$ cat config.mk
export PLATFORM = sky130hd
export DESIGN_NAME = array_collector
export DESIGN_NICKNAME = d
export VERILOG_FILES = /design/src/rtl/array_collector_pkg.sv /design/src/rtl/array_collector.sv
export SDC_FILE = /design/constraint.sdc
export NUM_CORES = 1
export LEC_CHECK = 0
export CORE_MARGIN = 2
export CORE_UTILIZATION = 46
export CTS_BUF_LIST = sky130_fd_sc_hd__clkbuf_2 sky130_fd_sc_hd__clkbuf_4 sky130_fd_sc_hd__clkbuf_8
export CTS_CLUSTER_SIZE = 16
export DETAILED_ROUTE_END_ITERATION = 8
export PLACE_DENSITY = 0.79
export SYNTH_ARGS = -nofsm -noshare
export SYNTH_HDL_FRONTEND = slang
export SYNTH_SLANG_ARGS = --single-unit
$ cat constraint.sdc
create_clock -name clk -period 6 [get_ports clk]
set_clock_uncertainty 0.15 [all_clocks]
set_input_delay 1.2 -clock clk [delete_from_list [all_inputs] [get_ports clk]]
set_output_delay 1.2 -clock clk [all_outputs]
set_load 0.02 [all_outputs]
$ cat src/rtl/array_collector_pkg.sv
// -----------------------------------------------------------------------------
// array_collector_types
//   Shared types and default configuration for the array collector.
//   - DATA_W_DEF / NUM_ELEM_DEF : default element width and array length
//   - st_e                      : handshake FSM state (read side / write side)
//   - arr_def_t                 : unpacked array of ints matching the default
//                                 configuration, for top-level and bench use
// -----------------------------------------------------------------------------
package array_collector_types;

  localparam int DATA_W_DEF   = 32;
  localparam int NUM_ELEM_DEF = 2;

  typedef enum logic {
    ST_READ  = 1'b0,
    ST_WRITE = 1'b1
  } st_e;

  typedef int arr_def_t [NUM_ELEM_DEF];

endpackage

$ cat src/rtl/array_collector.sv
// -----------------------------------------------------------------------------
// array_collector
//   Gathers NUM_ELEM signed words from a sync/notify input port into an
//   internal array and offers the whole array on a sync/notify output port.
//   MODE=0 collects a full block per frame; MODE=1 keeps a sliding window and
//   emits after every new word once the window has filled.
//
// Ports
//   clk          : clock, rising edge
//   rst          : asynchronous active-high reset
//   b_in         : signed input element
//   b_in_sync    : producer offers b_in this cycle
//   b_in_notify  : block is ready to accept b_in
//   b_out        : array, element i at [i*DATA_W +: DATA_W], element 0 oldest
//   b_out_sync   : consumer takes b_out this cycle
//   b_out_notify : b_out is valid and offered
//   frame_cnt    : completed output transfers, wraps modulo 2^CNT_W
//   win_full     : array holds NUM_ELEM valid elements
// -----------------------------------------------------------------------------
module array_collector
  import array_collector_types::*;
#(
  parameter int DATA_W   = DATA_W_DEF,
  parameter int NUM_ELEM = NUM_ELEM_DEF,
  parameter int MODE     = 0,
  parameter int CNT_W    = 16
) (
  input  logic                         clk,
  input  logic                         rst,
  input  logic signed [DATA_W-1:0]     b_in,
  input  logic                         b_in_sync,
  output logic                         b_in_notify,
  output logic [NUM_ELEM*DATA_W-1:0]   b_out,
  input  logic                         b_out_sync,
  output logic                         b_out_notify,
  output logic [CNT_W-1:0]             frame_cnt,
  output logic                         win_full
);

  // A one-element window degenerates to block mode, so sliding behaviour is
  // only enabled when there is actually something to shift.
  localparam bit SLIDE = (MODE == 1) && (NUM_ELEM > 1);
  localparam int IDX_W = (NUM_ELEM > 1) ? $clog2(NUM_ELEM) : 1;
  localparam logic [IDX_W-1:0] LAST_IDX = IDX_W'(NUM_ELEM - 1);

  st_e                          state_q, state_d;
  logic [IDX_W-1:0]             idx_q, idx_d;
  logic                         win_full_q, win_full_d;
  logic [CNT_W-1:0]             frame_cnt_q, frame_cnt_d;
  logic [NUM_ELEM*DATA_W-1:0]   b_out_q, b_out_d;
  logic signed [DATA_W-1:0]     arr_q [NUM_ELEM];
  logic signed [DATA_W-1:0]     arr_d [NUM_ELEM];
  logic [NUM_ELEM*DATA_W-1:0]   arr_flat_d;

  // ---------------------------------------------------------------------------
  // State register
  // ---------------------------------------------------------------------------
  always_ff @(posedge clk or posedge rst) begin
    if (rst) begin
      state_q     <= ST_READ;
      idx_q       <= '0;
      win_full_q  <= 1'b0;
      frame_cnt_q <= '0;
      b_out_q     <= '0;
    end else begin
      state_q     <= state_d;
      idx_q       <= idx_d;
      win_full_q  <= win_full_d;
      frame_cnt_q <= frame_cnt_d;
      b_out_q     <= b_out_d;
    end
  end

  generate
    for (genvar gi = 0; gi < NUM_ELEM; gi++) begin : g_elem
      always_ff @(posedge clk or posedge rst) begin
        if (rst) begin
          arr_q[gi] <= '0;
        end else begin
          arr_q[gi] <= arr_d[gi];
        end
      end

      // Flattened view of the next-cycle array, used to load b_out on the
      // same edge that completes a frame.
      assign arr_flat_d[gi*DATA_W +: DATA_W] = arr_d[gi];
    end
  endgenerate

  // ---------------------------------------------------------------------------
  // Next-state logic
  // ---------------------------------------------------------------------------
  always_comb begin
    state_d     = state_q;
    idx_d       = idx_q;
    win_full_d  = win_full_q;
    frame_cnt_d = frame_cnt_q;
    for (int j = 0; j < NUM_ELEM; j++) begin
      arr_d[j] = arr_q[j];
    end

    case (state_q)
      ST_READ: begin
        if (b_in_sync) begin
          if (SLIDE && win_full_q) begin
            // Window already full: drop the oldest, append the newest.
            for (int j = 0; j < NUM_ELEM - 1; j++) begin
              arr_d[j] = arr_q[j + 1];
            end
            arr_d[NUM_ELEM-1] = b_in;
            state_d           = ST_WRITE;
          end else begin
            for (int j = 0; j < NUM_ELEM; j++) begin
              if (idx_q == IDX_W'(j)) begin
                arr_d[j] = b_in;
              end
            end
            if (idx_q == LAST_IDX) begin
              // Sliding mode parks the index at the end; block mode rewinds.
              idx_d      = SLIDE ? LAST_IDX : '0;
              win_full_d = 1'b1;
              state_d    = ST_WRITE;
            end else begin
              idx_d = idx_q + IDX_W'(1);
            end
          end
        end
      end

      ST_WRITE: begin
        if (b_out_sync) begin
          state_d     = ST_READ;
          frame_cnt_d = frame_cnt_q + CNT_W'(1);
          if (!SLIDE) begin
            win_full_d = 1'b0;
          end
        end
      end

      default: begin
        state_d = ST_READ;
      end
    endcase
  end

  // b_out only changes on the edge that enters ST_WRITE, so it stays stable
  // for the whole time the frame is offered.
  always_comb begin
    b_out_d = b_out_q;
    if (state_q == ST_READ && state_d == ST_WRITE) begin
      b_out_d = arr_flat_d;
    end
  end

  // ---------------------------------------------------------------------------
  // Outputs
  // ---------------------------------------------------------------------------
  assign b_in_notify  = (state_q == ST_READ);
  assign b_out_notify = (state_q == ST_WRITE);
  assign b_out        = b_out_q;
  assign frame_cnt    = frame_cnt_q;
  assign win_full     = win_full_q;

endmodule
==> impl_metrics.prom <==
# TYPE chip_impl_metric gauge
chip_impl_metric{name="switching_power",unit="mW"} 1.21
chip_impl_info{name="synth.most_common_cell",value="nand2_1"} 1
chip_impl_metric{name="synth_seq_cells",unit=""} 115
chip_impl_metric{name="grt_use_total",unit="%"} 19.2
chip_impl_metric{name="via_per_inst",unit=""} 4.74
chip_impl_metric{name="cts_setup_buffers",unit=""} 0
chip_impl_metric{name="fmax",unit="MHz"} 337
chip_impl_metric{name="sequential_cell_area_fraction_in_the_yosys_report",unit="%"} 65.5
chip_impl_info{name="endpoint",value="b_in_notify"} 1
chip_impl_metric{name="global_route_wire_length_before_repair",unit="um"} 15300
chip_impl_metric{name="synthDistinctLibCells",unit=""} 19
chip_impl_metric{name="layout.area.seq",unit="mm^2"} 0.00288
chip_impl_info{name="worst_setup_path_startpoint",value="b_out_notify"} 1
chip_impl_metric{name="final-setup-viol-count",unit=""} 0
chip_impl_metric{name="cts.sink_count",unit=""} 115
chip_impl_info{name="setup_repair_after_global_routing_missed_its_margin",value="no"} 1
chip_impl_metric{name="number_of_enable_flip_flop_cells_after_synthesis",unit=""} 0
chip_impl_metric{name="worst_slew_pin_slew",unit="ps"} 1180
chip_impl_metric{name="pwr_density_cell",unit="mW/mm^2"} 555
chip_impl_metric{name="design.portCount",unit=""} 119
chip_impl_metric{name="totalWireLength",unit="um"} 9350
chip_impl_metric{name="drcViolationCount",unit=""} 0
chip_impl_metric{name="core_box_area",unit="mm^2"} 0.00924
chip_impl_metric{name="drive_above_1_share",unit="%"} 13.7
chip_impl_metric{name="timing.hold.ws",unit="ps"} 315
chip_impl_metric{name="layout.filler_cells",unit=""} 725
chip_impl_info{name="worstReg2RegEnd",value="arr_q[35]"} 1
chip_impl_metric{name="synthArstFlopShare",unit="%"} 100
chip_impl_metric{name="timing.final.crit_period",unit="ps"} 2970
chip_impl_metric{name="final_total_negative_setup_slack",unit="ps"} 0
chip_impl_metric{name="cts_inserted_buffers",unit=""} 17
chip_impl_metric{name="grt_overflow_total",unit=""} 0
chip_impl_metric{name="power_switching_share",unit="%"} 35.6
chip_impl_metric{name="port-buffer-count",unit=""} 118
chip_impl_info{name="worstSetupStartpointType",value="register"} 1
chip_impl_metric{name="synthesis.nets",unit=""} 452
chip_impl_metric{name="total_power",unit="mW"} 3.39
chip_impl_metric{name="timing.final.crit_share",unit="%"} 49.5
chip_impl_metric{name="area_growth",unit="%"} 39.1
chip_impl_metric{name="drt-initial-drc-count",unit=""} 97
chip_impl_metric{name="pwr-share-comb",unit="%"} 39.1
chip_impl_metric{name="cts_max_path_buffers",unit=""} 2
chip_impl_metric{name="floorplan.die.width",unit="um"} 102
chip_impl_metric{name="worstPathRequired",unit="ps"} 4650
chip_impl_metric{name="vias_in_the_first_global_route",unit=""} 3168
chip_impl_metric{name="multiInputGateArea",unit="mm^2"} 0.00144
chip_impl_metric{name="rows",unit=""} 35
chip_impl_info{name="top_cell_type_by_total_area_after_synthesis",value="dfrtp_1"} 1
chip_impl_metric{name="antenna_cells_inserted",unit=""} 0
chip_impl_info{name="root_buffer_cell",value="clkbuf_8"} 1
chip_impl_info{name="synth_commonest_cells",value="nand2_1 (203), dfrtp_1 (115), mux2_2 (33), nor2_1 (9), xnor2_1 (9)"} 1
chip_impl_metric{name="ant_nets",unit=""} 0
chip_impl_info{name="classification_of_the_worst_setup_path",value="register to output pin"} 1
chip_impl_info{name="timing.critical_path.to_type",value="output pin"} 1
chip_impl_metric{name="power.internal",unit="mW"} 2.19
chip_impl_metric{name="power.static_leakage",unit="nW"} 2.93
chip_impl_metric{name="cts-resized-gates",unit=""} 0
chip_impl_metric{name="synth.cell_area",unit="mm^2"} 0.00439
chip_impl_metric{name="die_h",unit="um"} 102
chip_impl_metric{name="initial_core_utilization",unit="%"} 47.5
chip_impl_metric{name="avgSynthCellArea",unit="um^2"} 10.6
chip_impl_metric{name="antenna_violations_before_repair",unit=""} 0
chip_impl_metric{name="number_of_buffers_inserted_by_hold_repair_at_cts",unit=""} 0
chip_impl_metric{name="timing.slew.headroom",unit="%"} 21.3
chip_impl_metric{name="h-tree-depth",unit=""} 4
chip_impl_metric{name="worstRegToRegCells",unit=""} 4
chip_impl_metric{name="cts.reportedPaths.clkPinSlew",unit="ps"} 70
chip_impl_info{name="synth_top_flop_cell",value="dfrtp_1"} 1
chip_impl_metric{name="syn_inst",unit=""} 415
chip_impl_metric{name="maximum_number_of_pins_on_one_net_before_global_route_repair",unit=""} 75
chip_impl_metric{name="synthesis.yosys.warnings",unit=""} 0
chip_impl_metric{name="via_count",unit=""} 3212
chip_impl_metric{name="yosys.area.top_type_share",unit="%"} 65.5
chip_impl_metric{name="timing.final.max_slew_violations",unit=""} 0
chip_impl_metric{name="globalplace.congestion",unit=""} 0.778
chip_impl_metric{name="worst_skew_pair.late_latency",unit="ps"} 410
chip_impl_info{name="crit-reg2reg-launch",value="b_out_notify"} 1
chip_impl_metric{name="drt_pre_antenna_iters",unit=""} 4
chip_impl_metric{name="share_of_power_burned_in_registers",unit="%"} 38.8
chip_impl_metric{name="final_net_count",unit=""} 572
chip_impl_metric{name="worst_ep_arrival_time",unit="ps"} 1620
chip_impl_metric{name="timing_hold_violations_final",unit=""} 0
chip_impl_info{name="status",value="finished clean"} 1
chip_impl_metric{name="die_area",unit="mm^2"} 0.0103
chip_impl_metric{name="drv_cap",unit=""} 0
chip_impl_metric{name="reg2reg_setup_slack",unit="ps"} 3830
chip_impl_metric{name="ir_drop",unit="uV"} 273
chip_impl_metric{name="route.detailed.wl_per_inst",unit="um"} 13.8
chip_impl_metric{name="place.detailed.hpwl",unit="um"} 6110
chip_impl_info{name="tritoncts",value="yes"} 1
chip_impl_info{name="netlist_top_cells_area",value="dfrtp_1 (66%), nand2_1 (17%), mux2_2 (8.5%)"} 1
chip_impl_metric{name="worst-path-max-fanout",unit=""} 5
chip_impl_metric{name="clock_power_share",unit="%"} 22.2
chip_impl_info{name="min_path_type",value="register to register"} 1
[per-stage QoR]
stage	utilization, %	setup WS (ps)	std cells	cell area (um^2)
finish	66.1	3030	677	6110
global route	66.1	2950	677	6110
CTS	66.1	3020	677	6110
detailed placement	61.6	2660	645	5690
global placement	61.6	2720	645	5690
floorplan	-	1610	415	4390
[how the worst min path moves through the flow]
stage	from	endpoint	slack, ps	cells past startpoint
floorplan	arr_q[32]	b_out[0]	280	2
global placement	arr_q[33]	b_out[1]	300	2
detailed placement	arr_q[52]	b_out[20]	300	2
CTS	arr_q[35]	b_out[3]	320	2
global route	arr_q[60]	b_out[28]	340	2
finish	arr_q[33]	b_out[1]	320	2
[critical path, cell delays in order (launching register included)]
cell and delay [ps]:
dfrtp_1 420, inv_1 160, clkdlybuf4s50_1 630
[layer usage]
layer | up-vias | track usage (%) | part of all wire, %
li1 | 1540 | - | -
met1 | 1556 | 25.1 | 45
met2 | 100 | 29.9 | 47
met3 | 16 | 6.69 | 5.8
met4 | 0 | 7.07 | 1.6
met5 | - | 0 | 0
[cell usage in the layout, fill, tap and decap left out, types with 2 or more instances in the layout]
cell type        instances
bufinv_16                3
xor2_1                   7
buf_4                    2
clkinv_2                 3
nand3_1                  4
mux2_2                  33
xnor2_1                  9
nand4_1                  3
clkinv_4                 3
clkbuf_8                19
clkdlybuf4s50_1        118
clkinvlp_4               2
nand2_1                203
inv_1                    3
dfrtp_1                115
nor2_1                   8
[power by group through the flow]
stage	Sequential, mW	Combinational (mW)	Clock, mW
6_report	1.32	1.33	0.753
5_1_grt	1.36	1.44	0.808
4_1_cts	1.32	1.35	0.768
3_5_place_dp	1.33	1.34	0
3_3_place_gp	1.31	1.30	0
2_1_floorplan	1.57	0.474	0
[area by class of cell]
| cell class | count | area share, % |
|---|---|---|
| repair buffers | 120 | 19.6 |
| clock buffers | 20 | 4.40 |
| flip-flops and latches | 115 | 47.1 |
| clock inverters | 12 | 2.54 |
| inverters | 4 | 0.287 |
| well taps | 129 | 2.64 |
| multi-input cells | 277 | 23.5 |
[flip-flops by register name, indices dropped and copies added (netlist names)]
| name | cells |
|---|---|
| idx_q | 1 |
| frame_cnt | 16 |
| b_out_notify | 1 |
| win_full | 1 |
| arr_q | 32 |
| b_out | 64 |
[cell families after synthesis]
logic type,after synthesis,synth area share (%)
and+or+nand+nor,226,20.3
AOI/OAI and AO/OA,1,0.114
buffers and inverters,23,2.14
DFF,115,65.5
adders and majority gates,1,0.285
xor gates and xnor gates,16,3.19
muxes,33,8.46
Power figures use the tool's default switching activity.
